--- src/rtl/uart_receiver_pkg.sv ---
// Shared UART definitions: receive FSM state encoding and bit-timing helpers
// used by both the receiver and the transmitter.
package uart_receiver_pkg;

    typedef enum logic [1:0] {
        StIdle  = 2'd0,
        StStart = 2'd1,
        StData  = 2'd2,
        StStop  = 2'd3
    } uart_state_e;

    localparam int unsigned UartDataBits = 8;

    // Clock cycles per bit on the line.
    function automatic int unsigned symbol_edge_time(input int unsigned clock_freq,
                                                     input int unsigned baud_rate);
        return clock_freq / baud_rate;
    endfunction

    // Offset from the start-bit edge to the middle of the start bit.
    function automatic int unsigned sample_time(input int unsigned clock_freq,
                                                input int unsigned baud_rate);
        return symbol_edge_time(clock_freq, baud_rate) / 2;
    endfunction

endpackage

--- src/rtl/uart_receiver_sync_2ff.sv ---
// Two-flop synchroniser for a single asynchronous bit; resets to 1 so an idle
// UART line is not mistaken for a start bit while coming out of reset.
module uart_receiver_sync_2ff (
    input  logic clk,
    input  logic reset,
    input  logic din,
    output logic dout
);

    logic meta_q;
    logic sync_q;

    always_ff @(posedge clk or negedge reset) begin
        if (!reset) begin
            meta_q <= 1'b1;
            sync_q <= 1'b1;
        end else begin
            meta_q <= din;
            sync_q <= meta_q;
        end
    end

    assign dout = sync_q;

endmodule

--- src/rtl/uart_receiver.sv ---
// 8N1 UART receiver with a valid/ready byte output. Define UART_RX_FRAMING_ERR_EN
// to expose a one-cycle framing_error pulse for frames with a bad stop bit.
module uart_receiver
    import uart_receiver_pkg::*;
#(
    parameter int unsigned CLOCK_FREQ = 33_000_000,
    parameter int unsigned BAUD_RATE  = 115_200
) (
    input  logic                    clk,
    input  logic                    reset,
    input  logic                    serial_in,
    output logic [UartDataBits-1:0] data_out,
    output logic                    data_out_valid,
    input  logic                    data_out_ready
`ifdef UART_RX_FRAMING_ERR_EN
    ,
    output logic                    framing_error
`endif
);

    localparam int unsigned SymbolEdgeTime = symbol_edge_time(CLOCK_FREQ, BAUD_RATE);
    localparam int unsigned SampleTime     = sample_time(CLOCK_FREQ, BAUD_RATE);
    localparam int unsigned CntW           = $clog2(SymbolEdgeTime);
    localparam int unsigned IdxW           = $clog2(UartDataBits);

    localparam logic [CntW-1:0] SampleLast = CntW'(SampleTime - 1);
    localparam logic [CntW-1:0] SymbolLast = CntW'(SymbolEdgeTime - 1);
    localparam logic [IdxW-1:0] LastBit    = IdxW'(UartDataBits - 1);

    logic                    rx_s;
    uart_state_e             state_q, state_d;
    logic [CntW-1:0]         cnt_q, cnt_d;
    logic [IdxW-1:0]         bit_idx_q, bit_idx_d;
    logic [UartDataBits-1:0] shift_q, shift_d;
    logic [UartDataBits-1:0] data_q, data_d;
    logic                    valid_q, valid_d;
    logic                    byte_done;
    logic                    frame_bad;

    uart_receiver_sync_2ff u_sync (
        .clk   (clk),
        .reset (reset),
        .din   (serial_in),
        .dout  (rx_s)
    );

    always_ff @(posedge clk or negedge reset) begin
        if (!reset) begin
            state_q   <= StIdle;
            cnt_q     <= '0;
            bit_idx_q <= '0;
            shift_q   <= '0;
            data_q    <= '0;
            valid_q   <= 1'b0;
        end else begin
            state_q   <= state_d;
            cnt_q     <= cnt_d;
            bit_idx_q <= bit_idx_d;
            shift_q   <= shift_d;
            data_q    <= data_d;
            valid_q   <= valid_d;
        end
    end

    always_comb begin
        state_d   = state_q;
        cnt_d     = cnt_q + CntW'(1);
        bit_idx_d = bit_idx_q;
        shift_d   = shift_q;
        byte_done = 1'b0;
        frame_bad = 1'b0;

        case (state_q)
            StIdle: begin
                cnt_d = '0;
                if (!rx_s) begin
                    state_d = StStart;
                end
            end
            StStart: begin
                if (cnt_q == SampleLast) begin
                    cnt_d = '0;
                    // Line back high by mid start bit: treat as a glitch.
                    if (rx_s) begin
                        state_d = StIdle;
                    end else begin
                        state_d   = StData;
                        bit_idx_d = '0;
                    end
                end
            end
            StData: begin
                if (cnt_q == SymbolLast) begin
                    cnt_d     = '0;
                    shift_d   = {rx_s, shift_q[UartDataBits-1:1]};
                    bit_idx_d = bit_idx_q + IdxW'(1);
                    if (bit_idx_q == LastBit) begin
                        state_d = StStop;
                    end
                end
            end
            StStop: begin
                if (cnt_q == SymbolLast) begin
                    // Leave mid stop bit so a following start edge is not missed.
                    cnt_d   = '0;
                    state_d = StIdle;
                    if (rx_s) begin
                        byte_done = 1'b1;
                    end else begin
                        frame_bad = 1'b1;
                    end
                end
            end
            default: begin
                state_d = StIdle;
            end
        endcase
    end

    // A held byte is never overwritten unless it is consumed in the same cycle.
    always_comb begin
        valid_d = valid_q;
        data_d  = data_q;
        if (valid_q && data_out_ready) begin
            valid_d = 1'b0;
        end
        if (byte_done && (!valid_q || data_out_ready)) begin
            valid_d = 1'b1;
            data_d  = shift_q;
        end
    end

    assign data_out       = data_q;
    assign data_out_valid = valid_q;

`ifdef UART_RX_FRAMING_ERR_EN
    logic fe_q;

    always_ff @(posedge clk or negedge reset) begin
        if (!reset) begin
            fe_q <= 1'b0;
        end else begin
            fe_q <= frame_bad;
        end
    end

    assign framing_error = fe_q;
`else
    logic unused_frame_bad;
    assign unused_frame_bad = frame_bad;
`endif

endmodule

--- config.mk ---
export PLATFORM = sky130hd
export DESIGN_NAME = uart_receiver
export DESIGN_NICKNAME = d
export VERILOG_FILES = /design/src/rtl/uart_receiver_pkg.sv /design/src/rtl/uart_receiver_sync_2ff.sv /design/src/rtl/uart_receiver.sv
export SDC_FILE = /design/constraint.sdc
export NUM_CORES = 1
export LEC_CHECK = 0
export CAP_MARGIN = 20
export CORE_ASPECT_RATIO = 0.6
export CORE_MARGIN = 1
export CORE_UTILIZATION = 25
export CTS_CLUSTER_SIZE = 16
export DETAILED_ROUTE_END_ITERATION = 12
export PLACE_DENSITY_LB_ADDON = 0.15
export REMOVE_ABC_BUFFERS = 1
export SLEW_MARGIN = 30
export SYNTH_ARGS = -nofsm -noshare
export SYNTH_HDL_FRONTEND = slang
export SYNTH_SLANG_ARGS = --single-unit
--- constraint.sdc ---
create_clock -name clk -period 3.3 [get_ports clk]
set_input_delay 0.99 -clock clk [delete_from_list [all_inputs] [get_ports clk]]
set_output_delay 0.99 -clock clk [all_outputs]
set_load 0.01 [all_outputs]
## Word-level counts from Yosys, hierarchy flattened

Index checks and enable logic that the tools add are counted.

- Register bits: 33
- Bits in latches: 0
- RAM bits: 0
- Bits in read-only memories: 0
- Input bits: 4
- Output and inout bits: 9
- Logic and storage cells: 52
- Memories: 0

- Add/sub/neg operators: 2
- Multipliers: 0
- Div/mod/pow operators: 0
- Order comparisons: 0
- Equal/unequal tests: 12
- Shift operators: 0
- Muxes and demuxes: 19
- Bitwise gates (word level): 0
- Reductions and logical operators: 11

Operator list:

| operator | number |
|---|---|
| $pmux W9 S3 | 1 |
| $mux W9 | 2 |
| $mux W2 | 6 |
| $ne A2 B2 Y1 const B | 6 |
| $add A9 B1 Y9 const B | 1 |
| $eq A9 B8 Y1 const B | 1 |
| $eq A9 B9 Y1 const B | 1 |
| $mux W3 | 3 |
| $pmux W2 S4 | 1 |
| $pmux W3 S2 | 1 |
| $mux W1 | 5 |
| $reduce_and A5 Y1 | 1 |
| $eq A2 B2 Y1 const B | 2 |
| $reduce_and A4 Y1 | 1 |
| $reduce_bool A2 Y1 | 2 |
| $add A3 B1 Y3 const B | 1 |
| $eq A3 B3 Y1 const B | 1 |
| $eq A2 B1 Y1 const B | 1 |
| $logic_and A1 B1 Y1 | 2 |
| $logic_not A2 Y1 | 1 |
| $reduce_and A2 Y1 | 1 |
| $reduce_or A2 Y1 | 1 |
| $logic_not A1 Y1 | 1 |
| $logic_or A1 B1 Y1 | 1 |

## Logic depth before layout (Yosys ltp)

Gate-level depths: netlist of the first run.

- Depth after elaboration: 5
- Mapped depth: 6

## Cells and area by module

A second synthesis of the first run with hierarchy kept.

- Cell total of the unflattened synthesis: 113
- Area total of the unflattened synthesis: 1471.4 um2

Modules (own cells, without submodules):

| module | times used | cells each | area an instance (um2) | sequential area each (um2) |
|---|---|---|---|---|
| uart_receiver | 1 | 111 | 1418.9 | 775.7 |
| uart_receiver_sync_2ff | 1 | 2 | 52.6 | 52.6 |

## Worst setup path before layout of the first run

No wires, ideal clock.

- Kind: input to register
- Start point: input data_out_ready
- End point: register data_q[0], in the netlist data_out[0]
- Setup time: 125 ps
- Arrival time: 1640 ps
- Path slack: 1536 ps
- Stages on the path: 3
- Cell sequence: nand2b_1 -> nand4_4 -> mux2_2

- Longest elaborated chain between the ends: 2

Ends and longest elaborated chain:

| item | line | text |
|---|---|---|
| from (decl) | uart_receiver.sv:14 | `input logic data_out_ready` |
| $logic_or A1 B1 Y1 | uart_receiver.sv:127 | `if (byte_done && (!valid_q \|\| data_out_ready)) begin` |
| $logic_and A1 B1 Y1 | uart_receiver.sv:127 |  |
| to (signal assigned) | uart_receiver.sv:60 | `data_q <= data_d;` |
| to (decl) | uart_receiver.sv:35 | `logic [UartDataBits-1:0] data_q, data_d;` |

Every way passes these cells.
A chain may end at the register's enable or synchronous reset.

## Worst setup path in the final report of the first run

- Start point: register data_q[6], in the netlist data_out[6]
- End point: output data_out[6]

RTL lines:

| item | line | text |
|---|---|---|
| to (decl) | uart_receiver.sv:12 | `output logic [UartDataBits-1:0] data_out,` |

No word-level cell between the ends.

==> results of run 1 <==
[power groups by stage]
stage | Combinational, mW | Sequential [mW] | Clock, mW
6_report | 0.0129 | 0.408 | 0.386
5_1_grt | 0.0155 | 0.408 | 0.419
4_1_cts | 0.0139 | 0.408 | 0.402
3_5_place_dp | 0.0138 | 0.416 | 0
3_3_place_gp | 0.0137 | 0.416 | 0
2_1_floorplan | 0.00102 | 0.415 | 0
[metal layers]
metal  GRT usage (%)  share of wire [%]
met1            15.1                 58
met2            10.2                 38
met3            3.41                3.8
met4            4.97                  0
met5               0                  0
[layout make-up]
class | count | area share, %
sequential | 33 | 46.3
multi-input combinational | 76 | 33.2
timing repair buffer | 13 | 7.13
tap | 80 | 5.59
clock buffer | 7 | 4.83
clock inverter | 1 | 1.68
inverter | 6 | 1.26
[worst reg2reg max path, stage by stage, from the launching register on]
cell      delay [ns]
dfrtp_1         0.44
inv_1           0.08
ha_1            0.17
and4bb_2        0.27
a21boi_0        0.09
o21ai_1         0.56
nor2_1          0.11
[layout by cell type, fill, tap and decap left out, types with 2 or more instances in the layout]
cell type,n
nand2_1,5
xnor2_1,4
inv_1,6
a21oi_1,2
nand3_1,5
dfstp_2,2
clkbuf_8,6
ha_1,5
dfrtp_1,31
o21ai_1,2
mux2_2,15
nor2_1,13
mux2i_1,2
clkdlybuf4s50_1,12
xor2_1,3
and3_1,3
o21ai_0,3
[sequential cells by signal (all words and copies together) (netlist names), named ones only]
signal / flops
bit_idx_q: 3
cnt_q: 9
data_out: 8
data_out_valid: 1
shift_q: 8
state_q: 1
u_sync.dout: 1
u_sync.meta_q: 1
[metrics by stage]
stage / worst slack (ns) / hold WS (ns) / std cells / cell area, µm² / total power [mW]
6_report: 1.13 / 0.362 / 216 / 1790 / 0.807
5_1_grt: 1.09 / 0.367 / 216 / 1790 / 0.842
4_1_cts: 1.12 / 0.362 / 216 / 1790 / 0.824
3_5_place_dp: 1.04 / 0.352 / 208 / 1670 / 0.429
3_3_place_gp: 1.05 / 0.350 / 208 / 1670 / 0.429
2_1_floorplan: 1.54 / 0.345 / 115 / 1450 / 0.416
[final timing paths]
check	start	endpoint	cells past startpoint
max	data_out[6]$_DFFE_PN0P_	data_out[6]	1
min	u_sync.meta_q$_DFF_PN1_	u_sync.dout$_DFF_PN1_	0
max reg2reg	cnt_q[0]$_DFF_PN0_	cnt_q[8]$_DFF_PN0_	6
min reg2reg	u_sync.meta_q$_DFF_PN1_	u_sync.dout$_DFF_PN1_	0
max in group asynchronous	reset	u_sync.meta_q$_DFF_PN1_	2
min in group asynchronous	reset	shift_q[1]$_DFFE_PN0P_	2
[cells by family (layout without fill, tap and decap cells)]
kind of cell | Yosys count | in the layout | synth area share (%)
compound gates | 11 | 11 | 4.55
fa+ha+maj | 5 | 5 | 4.29
mux | 17 | 17 | 13.0
xor+xnor | 7 | 7 | 4.21
flops | 33 | 33 | 56.8
buf+inv | 8 | 27 | 2.40
simple gates | 36 | 36 | 14.8
==> impl_metrics.csv, run 1 <==
group,metric,value,unit
status,status,"completed",
floorplan,start_util,26.0,%
floorplan,core_area,0.00560,mm²
floorplan,fp.dieH,61.1,µm
pwr,p_per_area,451,mW/mm²
final_layout,multi_input_area,594,µm²
place,port_buffers,12,
worst_setup_path,path_delay_family,"buffers and inverters",
pwr,swShare,18.6,%
synth,postSynthAreaPerCell,12.5,µm²
routing,wl,2.50,mm
worst_setup_path,required,2.31,ns
timing,final.min_clock_period,2.17,ns
worst_setup_path,slowest_stage,"clkdlybuf4s50_1",
timing,hold_viol,0,
final_layout,num_antenna_cells,0,
worst_setup_path,critPathMaxFanout,2,
worst_setup_path,critical_path_buf_inv_count,1,
final_layout,seqCellArea,828,µm²
global_route,grt_pass1_wl,4.18,mm
global_route,grt_max_degree,34,
floorplan,die_area,0.00615,mm²
timing,slew_headroom,53.8,%
worst_setup_path,worstPathArrival,1.18,ns
pwr,max-vdd-ir-drop,163,µV
clock_network,cts_setup_buffers,0,
clock_network,htree_levels,2,
clock_network,postCtsHoldBufs,0,
pwr,power.switching,150,µW
synth,synth_top_area_cell,"dfrtp_1",
synth,ys_seq_area_share,56.8,%
routing,drt_iter0_markers,48,
timing,worstMarginPinSlew,0.688,ns
clock_network,clock-sinks,33,
routing,viasPerCell,4.05,
synth,synth_common_cells,"31 x dfrtp_1, 15 x mux2_2, 13 x nor2_1",
place,place_congestion,0.756,
clock_network,cts_buffers,5,
synth,synth_edf_count,0,
worst_setup_path,crit_path_cell_trace,"clkdlybuf4s50_1",
synth,ys.warnings.count,0,
synth,synth_area_leaders,"dfrtp_1 53%, mux2_2 12%, ha_1 4.3%, dfstp_2 3.6%, nor2_1 3.3%",
synth,yosysUniqueCellTypes,31,
pwr,internal_power,657,µW
timing,finalSetupViolCount,0,
synth,yosysTopAreaCellShare,53.2,%
clock_network,clkLatencyLatePin,0.28,ns
place,hpwlAfterDp,1.80,mm
worst_setup_path,rrSetupSlack,1.43,ns
synth,netlist_instances,117,
global_route,grt_overflow,0,
global_route,grt_pass1_vias,810,
pwr,p_clk_share,47.9,%
clock_network,path_clk_slew,0.07,ns
pwr,leakagePower,0.848,nW
pwr,power_frac_comb,1.6,%
clock_network,cts_resized,0,
routing,drc_errors,0,
final_layout,layout.nets,144,
pwr,p_seq_share,50.5,%
final_layout,final_core_util,32.0,%
synth,netlist_area,0.00146,mm²
final_layout,nFillCells,569,
worst_setup_path,cp-end-kind,"output pin",
synth,ys_seq_elements,33,
clock_network,cts.path.max_buffers,2,
routing,dr.pass1.iters,4,
min_path,holdCritPathClass,"flop to flop",
clock_network,cts_tree,"done",
clock_network,clock_tree.root_cell,"clkbuf_8",
floorplan,die-width,101,µm
timing,setup-tns-final,0,ns
run,maxCapViolations,0,
timing,min_period_over_period,65.7,%
worst_setup_path,start_kind,"flop",
global_route,grt.total_usage,9.45,%
routing,wire_per_inst,11.6,µm
floorplan,io_pins,13,
global_route,antenna_found_initial,0,
worst_setup_path,crit_path_max_incr_delay,0.54,ns
synth,dominantRegCellSynth,"dfrtp_1",
final_layout,drive_above_1_share,22.1,%
timing,grt_setup_unrepaired,"false",
final_layout,area_growth,22.7,%
routing,vias,875,
timing,clock_skew,0.00720,ns
worst_setup_path,worstSetupPathType,"flop to output pin",
floorplan,rows,21,
routing,postRouteAntennaNets,0,
timing,maxSlewViolCount,0,
synth,synthArstFlopShare,100,%
timing,fmaxAchievable,0.461,GHz
synth,synth.most_common_cell,"dfrtp_1",
Note: power is estimated with default switching activity, not from simulation.
==> inputs of run 2 (changes only) <==
==> constraint.sdc (replaced) <==
create_clock -name clk -period 1.75 [get_ports clk]
set_input_delay 0.525 -clock clk [delete_from_list [all_inputs] [get_ports clk]]
set_output_delay 0.525 -clock clk [all_outputs]
set_load 0.01 [all_outputs]
==> impl_metrics.csv, run 2 (synthesized netlist as in run 1, its figures left out) <==
group,metric,value,unit
status,status,"completed",
final_layout,drive_above_1_share,28.5,%
place,pre_cts_ws,-0.0623,ns
worst_setup_path,start_kind,"flop",
floorplan,core_area,0.00560,mm²
final_layout,seqCellArea,828,µm²
worst_setup_path,required,1.92,ns
worst_setup_path,worstPathArrival,1.89,ns
clock_network,cts.path.max_buffers,2,
final_layout,regMostFlops,"cnt_q",
timing,fmaxAchievable,0.582,GHz
floorplan,start_util,26.0,%
worst_setup_path,worstSetupPathType,"flop to flop",
final_layout,nFillCells,575,
final_layout,final_cells,224,
worst_setup_path,crit_path_max_incr_delay,0.40,ns
worst_setup_path,cp-end-kind,"flop",
worst_setup_path,worstReg2RegStart,"cnt_q[1]$_DFF_PN0_",
clock_network,postCtsHoldBufs,0,
routing,vias,929,
worst_setup_path,critPathMaxFanout,8,
final_layout,multi_input_area,606,µm²
worst_setup_path,reg2regPathDepth,6,
floorplan,die-width,101,µm
timing,clock_skew,0.00184,ns
global_route,grt_pass1_wl,4.57,mm
final_layout,layout_common_cells,"31 x dfrtp_1, 14 x mux2_2, 13 x nor2_1",
clock_network,clock-sinks,33,
min_path,holdCritPathClass,"flop to flop",
clock_network,path_clk_slew,0.07,ns
clock_network,cts_tree,"done",
place,place_congestion,0.674,
place,dp_cells,213,
clock_network,htree_levels,2,
timing,min_period_over_period,98.2,%
timing,worstMarginPinSlew,0.353,ns
pwr,p_per_area,735,mW/mm²
final_layout,layout.nets,152,
global_route,grt_overflow,0,
floorplan,die_area,0.00615,mm²
min_path,hold_depth,0,
min_path,hold_start,"u_sync.meta_q$_DFF_PN1_",
routing,drt_iter0_markers,57,
final_layout,final_common_cell,"dfrtp_1",
floorplan,io_pins,13,
routing,wire_per_inst,12.5,µm
worst_setup_path,crit_path_cell_trace,"inv_1 > ha_1 > and4b_2 > and3_4 > nand4_4 > mux2_4",
timing,finalSetupViolCount,0,
routing,postRouteAntennaNets,0,
floorplan,rows,21,
routing,wl,2.80,mm
routing,viasPerCell,4.15,
place,hpwlAfterDp,2.02,mm
pwr,leakagePower,0.904,nW
clock_network,clkLatencyLatePin,0.28,ns
timing,hold_slack,0.358,ns
global_route,grt_pass1_vias,867,
run,maxCapViolations,0,
routing,drc_errors,0,
worst_setup_path,timing.rr.end,"data_out[2]$_DFFE_PN0P_",
global_route,grt_max_degree,34,
timing,hold_viol,0,
place,port_buffers,12,
routing,dr.pass1.iters,4,
final_layout,num_antenna_cells,0,
worst_setup_path,rrSetupSlack,0.03,ns
timing,grt_setup_unrepaired,"true",
global_route,antenna_found_initial,0,
clock_network,clock_tree.root_cell,"clkbuf_8",
timing,slew_headroom,76.4,%
pwr,max-vdd-ir-drop,295,µV
timing,maxSlewViolCount,0,
min_path,hold-path-endpoint,"u_sync.dout$_DFF_PN1_",
floorplan,fp.dieH,61.1,µm
worst_setup_path,slowest_stage,"dfrtp_1",
final_layout,largest_register_ff_count,9,
clock_network,cts_buffers,5,
timing,final.min_clock_period,1.72,ns
timing,fin_ws,0.0307,ns
global_route,grt.total_usage,10.2,%
final_layout,area_growth,26.6,%
[run 2: where the power goes]
group | switching [mW] | internal, mW
combinational | 0.0172 | 0.0114
sequential | 0.00251 | 0.767
clock | 0.284 | 0.274
total | 0.304 | 1.05
[run 2: layout make-up]
class                   count  share of cell area (%)
clock inverters             3                   0.949
inverters                   6                    1.22
repair buffers             21                    11.0
flip-flops and latches     33                    44.9
multi-input cells          76                    32.8
clock buffers               5                    3.73
well taps                  80                    5.42
[run 2: metrics by stage]
stage	TNS, ns	area (µm²)	total power, mW	utilization (%)
CTS	0	1810	1.38	32.4
global placement	-0.270	1720	0.813	30.8
finish	0	1850	1.36	33.0
floorplan	0	1450	0.785	-
global route	-0.372	1850	1.43	33.0
detailed placement	-0.577	1720	0.814	30.8
[run 2: repair_timing]
action / in CTS / in global routing
pin swaps: 0 / 2
resized for setup: 1 / 3
setup endpoints to repair: 9 / 11
setup buffers: 0 / 3
[run 2: worst max-delay path by stage]
stage	startpoint	endpoint	cells after the start
3_3_place_gp	data_out_ready	data_out[5]$_DFFE_PN0P_	4
3_5_place_dp	cnt_q[0]$_DFF_PN0_	cnt_q[8]$_DFF_PN0_	6
6_report	cnt_q[1]$_DFF_PN0_	data_out[2]$_DFFE_PN0P_	6
5_1_grt	cnt_q[1]$_DFF_PN0_	data_out[2]$_DFFE_PN0P_	6
4_1_cts	cnt_q[1]$_DFF_PN0_	data_out[2]$_DFFE_PN0P_	6
2_1_floorplan	cnt_q[0]$_DFF_PN0_	data_out[0]$_DFFE_PN0P_	5
[run 2: layer usage]
layer  vias to the layer above  GRT usage, %  share of wire [%]
met5                         -             0                  0
met4                         0          3.73                  0
met3                         0          3.18                3.6
met2                        15          12.5                 40
met1                       460          15.9                 57
li1                        454             -                  -
[run 2: critical path, delay by kind of cell, from the launching register on]
kind | cells | cell delay, ns
fa+ha+maj | 1 | 0.13
flops | 1 | 0.40
mux | 1 | 0.34
simple gates | 3 | 0.67
buf+inv | 1 | 0.06
==> inputs of run 3 (changes only) <==
--- a/config.mk
+++ b/config.mk
@@ -5,14 +5,13 @@
 export SDC_FILE = /design/constraint.sdc
 export NUM_CORES = 1
 export LEC_CHECK = 0
-export CAP_MARGIN = 20
+export CAP_MARGIN = 30
 export CORE_ASPECT_RATIO = 0.6
 export CORE_MARGIN = 1
 export CORE_UTILIZATION = 25
 export CTS_CLUSTER_SIZE = 16
 export DETAILED_ROUTE_END_ITERATION = 12
 export PLACE_DENSITY_LB_ADDON = 0.15
-export REMOVE_ABC_BUFFERS = 1
 export SLEW_MARGIN = 30
 export SYNTH_ARGS = -nofsm -noshare
 export SYNTH_HDL_FRONTEND = slang
==> impl_metrics.csv, run 3 (synthesized netlist as in run 1, its figures left out) <==
group,metric,value,unit
timing,hold_slack,0.364,ns
worst_setup_path,start_kind,"flop",
clock_network,cts_tree,"done",
min_path,hold_depth,0,
synth,syn_nets,126,
final_layout,area_growth,26.7,%
routing,postRouteAntennaNets,0,
floorplan,fp.dieH,61.1,µm
place,hpwlAfterDp,1.96,mm
worst_setup_path,slowest_stage,"clkdlybuf4s50_1",
final_layout,drive_above_1_share,27.5,%
global_route,antenna_found_initial,0,
worst_setup_path,path_delay_family,"buffers and inverters",
final_layout,final_common_cell,"dfrtp_1",
routing,drt_iter0_markers,45,
worst_setup_path,required,1.22,ns
timing,worstMarginPinSlew,0.302,ns
clock_network,path_clk_slew,0.07,ns
timing,clock_skew,0.00569,ns
status,status,"completed",
pwr,p_per_area,738,mW/mm²
final_layout,num_antenna_cells,0,
place,port_buffers,12,
global_route,grt_pass1_vias,888,
timing,finalSetupViolCount,0,
floorplan,start_util,26.0,%
floorplan,die-width,101,µm
routing,drc_errors,0,
floorplan,io_pins,13,
final_layout,layout_common_cells,"31 x dfrtp_1, 15 x mux2_2, 13 x nor2_1",
floorplan,die_area,0.00615,mm²
clock_network,cts.path.max_buffers,2,
routing,wire_per_inst,12.5,µm
worst_setup_path,worstPathArrival,1.18,ns
global_route,grt_pass1_wl,4.56,mm
clock_network,clock-sinks,33,
clock_network,htree_levels,2,
floorplan,rows,21,
routing,viasPerCell,4.18,
global_route,grt_overflow,0,
floorplan,core_area,0.00560,mm²
worst_setup_path,cp-end-kind,"output pin",
worst_setup_path,critical_path_buf_inv_count,1,
routing,vias,929,
final_layout,layout.nets,150,
final_layout,final_cells,222,
pwr,max-vdd-ir-drop,256,µV
timing,slew_headroom,79.8,%
final_layout,largest_register_ff_count,9,
run,maxCapViolations,0,
timing,min_period_over_period,97.7,%
timing,fmaxAchievable,0.585,GHz
worst_setup_path,reg2regPathDepth,6,
clock_network,cts_buffers,5,
timing,final.min_clock_period,1.71,ns
worst_setup_path,worstSetupPathType,"flop to output pin",
min_path,holdCritPathClass,"flop to flop",
timing,maxSlewViolCount,0,
routing,wl,2.77,mm
routing,dr.pass1.iters,4,
place,dp_cells,213,
global_route,grt_max_degree,34,
pwr,leakagePower,0.948,nW
worst_setup_path,crit_cells,1,
timing,hold_viol,0,
global_route,grt.total_usage,10.3,%
final_layout,regMostFlops,"cnt_q",
worst_setup_path,critPathMaxFanout,2,
worst_setup_path,crit_path_max_incr_delay,0.54,ns
place,place_congestion,0.767,
final_layout,nFillCells,556,
pwr,power,1.36,mW
clock_network,clkLatencyLatePin,0.29,ns
clock_network,clock_tree.root_cell,"clkbuf_8",
worst_setup_path,crit_path_cell_trace,"clkdlybuf4s50_1",
timing,grt_setup_unrepaired,"true",
==> run 3: changes by cell type in the layout (fill, tap and decap cells not counted) <==
cell,delta
buf_4,-3
clkdlybuf4s50_1,-3
dlymetal6s2s_1,+3
buf_12,+1
mux2_2,+1
mux2_4,-1
==> run 3: cell type report <==
| type | instances | area (µm²) | area share [%] |
|---|---|---|---|
| Multi-Input combinational cell | 76 | 602 | 32.6 |
| Timing Repair Buffer | 19 | 208 | 11.2 |
| Clock buffer | 5 | 68.8 | 3.73 |
| Clock inverter | 3 | 17.5 | 0.949 |
| Sequential cell | 33 | 828 | 44.9 |
| Tap cell | 80 | 100 | 5.42 |
| Inverter | 6 | 22.5 | 1.22 |
==> run 3: through the flow <==
stage / area [µm²] / util (%) / setup TNS, ns / setup slack (ns)
2_1_floorplan: 1460 / - / 0 / 0.122
3_3_place_gp: 1720 / 30.8 / -0.187 / -0.0233
3_5_place_dp: 1720 / 30.8 / -0.893 / -0.0891
4_1_cts: 1810 / 32.4 / 0 / 0.0109
5_1_grt: 1850 / 33.0 / -0.226 / -0.0395
6_report: 1850 / 33.0 / 0 / 0.0404
==> run 3: worst paths after layout <==
kind | slack [ns] | startpoint | end
min in group asynchronous | 0.61 | reset | state_q[0]$_DFFE_PN0P_
hold reg to reg | 0.36 | u_sync.meta_q$_DFF_PN1_ | u_sync.dout$_DFF_PN1_
hold / removal | 0.36 | u_sync.meta_q$_DFF_PN1_ | u_sync.dout$_DFF_PN1_
max in group asynchronous | 0.90 | reset | u_sync.meta_q$_DFF_PN1_
setup reg to reg | 0.04 | cnt_q[1]$_DFF_PN0_ | data_out[3]$_DFFE_PN0P_
setup / recovery | 0.04 | data_out[6]$_DFFE_PN0P_ | data_out[6]
==> run 3: timing repair <==
action | 4_1_cts | 5_1_grt
setup endpoints to repair | 9 | 23
hold buffers | 0 | 0
gates resized for setup | 1 | 5
setup buffers | 0 | 1
pin swaps | 0 | 2
==> run 3: routing by layer <==
layer	wire, µm	GRT usage (%)	part of all wire (%)	vias to the layer above
met3	114	3.97	4.1	2
met5	0	0	0	-
met4	17	4.35	0.61	0
met1	1610	16.0	58	457
li1	-	-	-	452
met2	1030	11.9	37	18
==> run 3: where the power goes <==
part	internal, mW	total (mW)	switching, mW	leakage, nW
clock network	0.274	0.564	0.290	0.0439
logic	0.0113	0.0285	0.0172	0.465
registers	0.767	0.769	0.00270	0.439
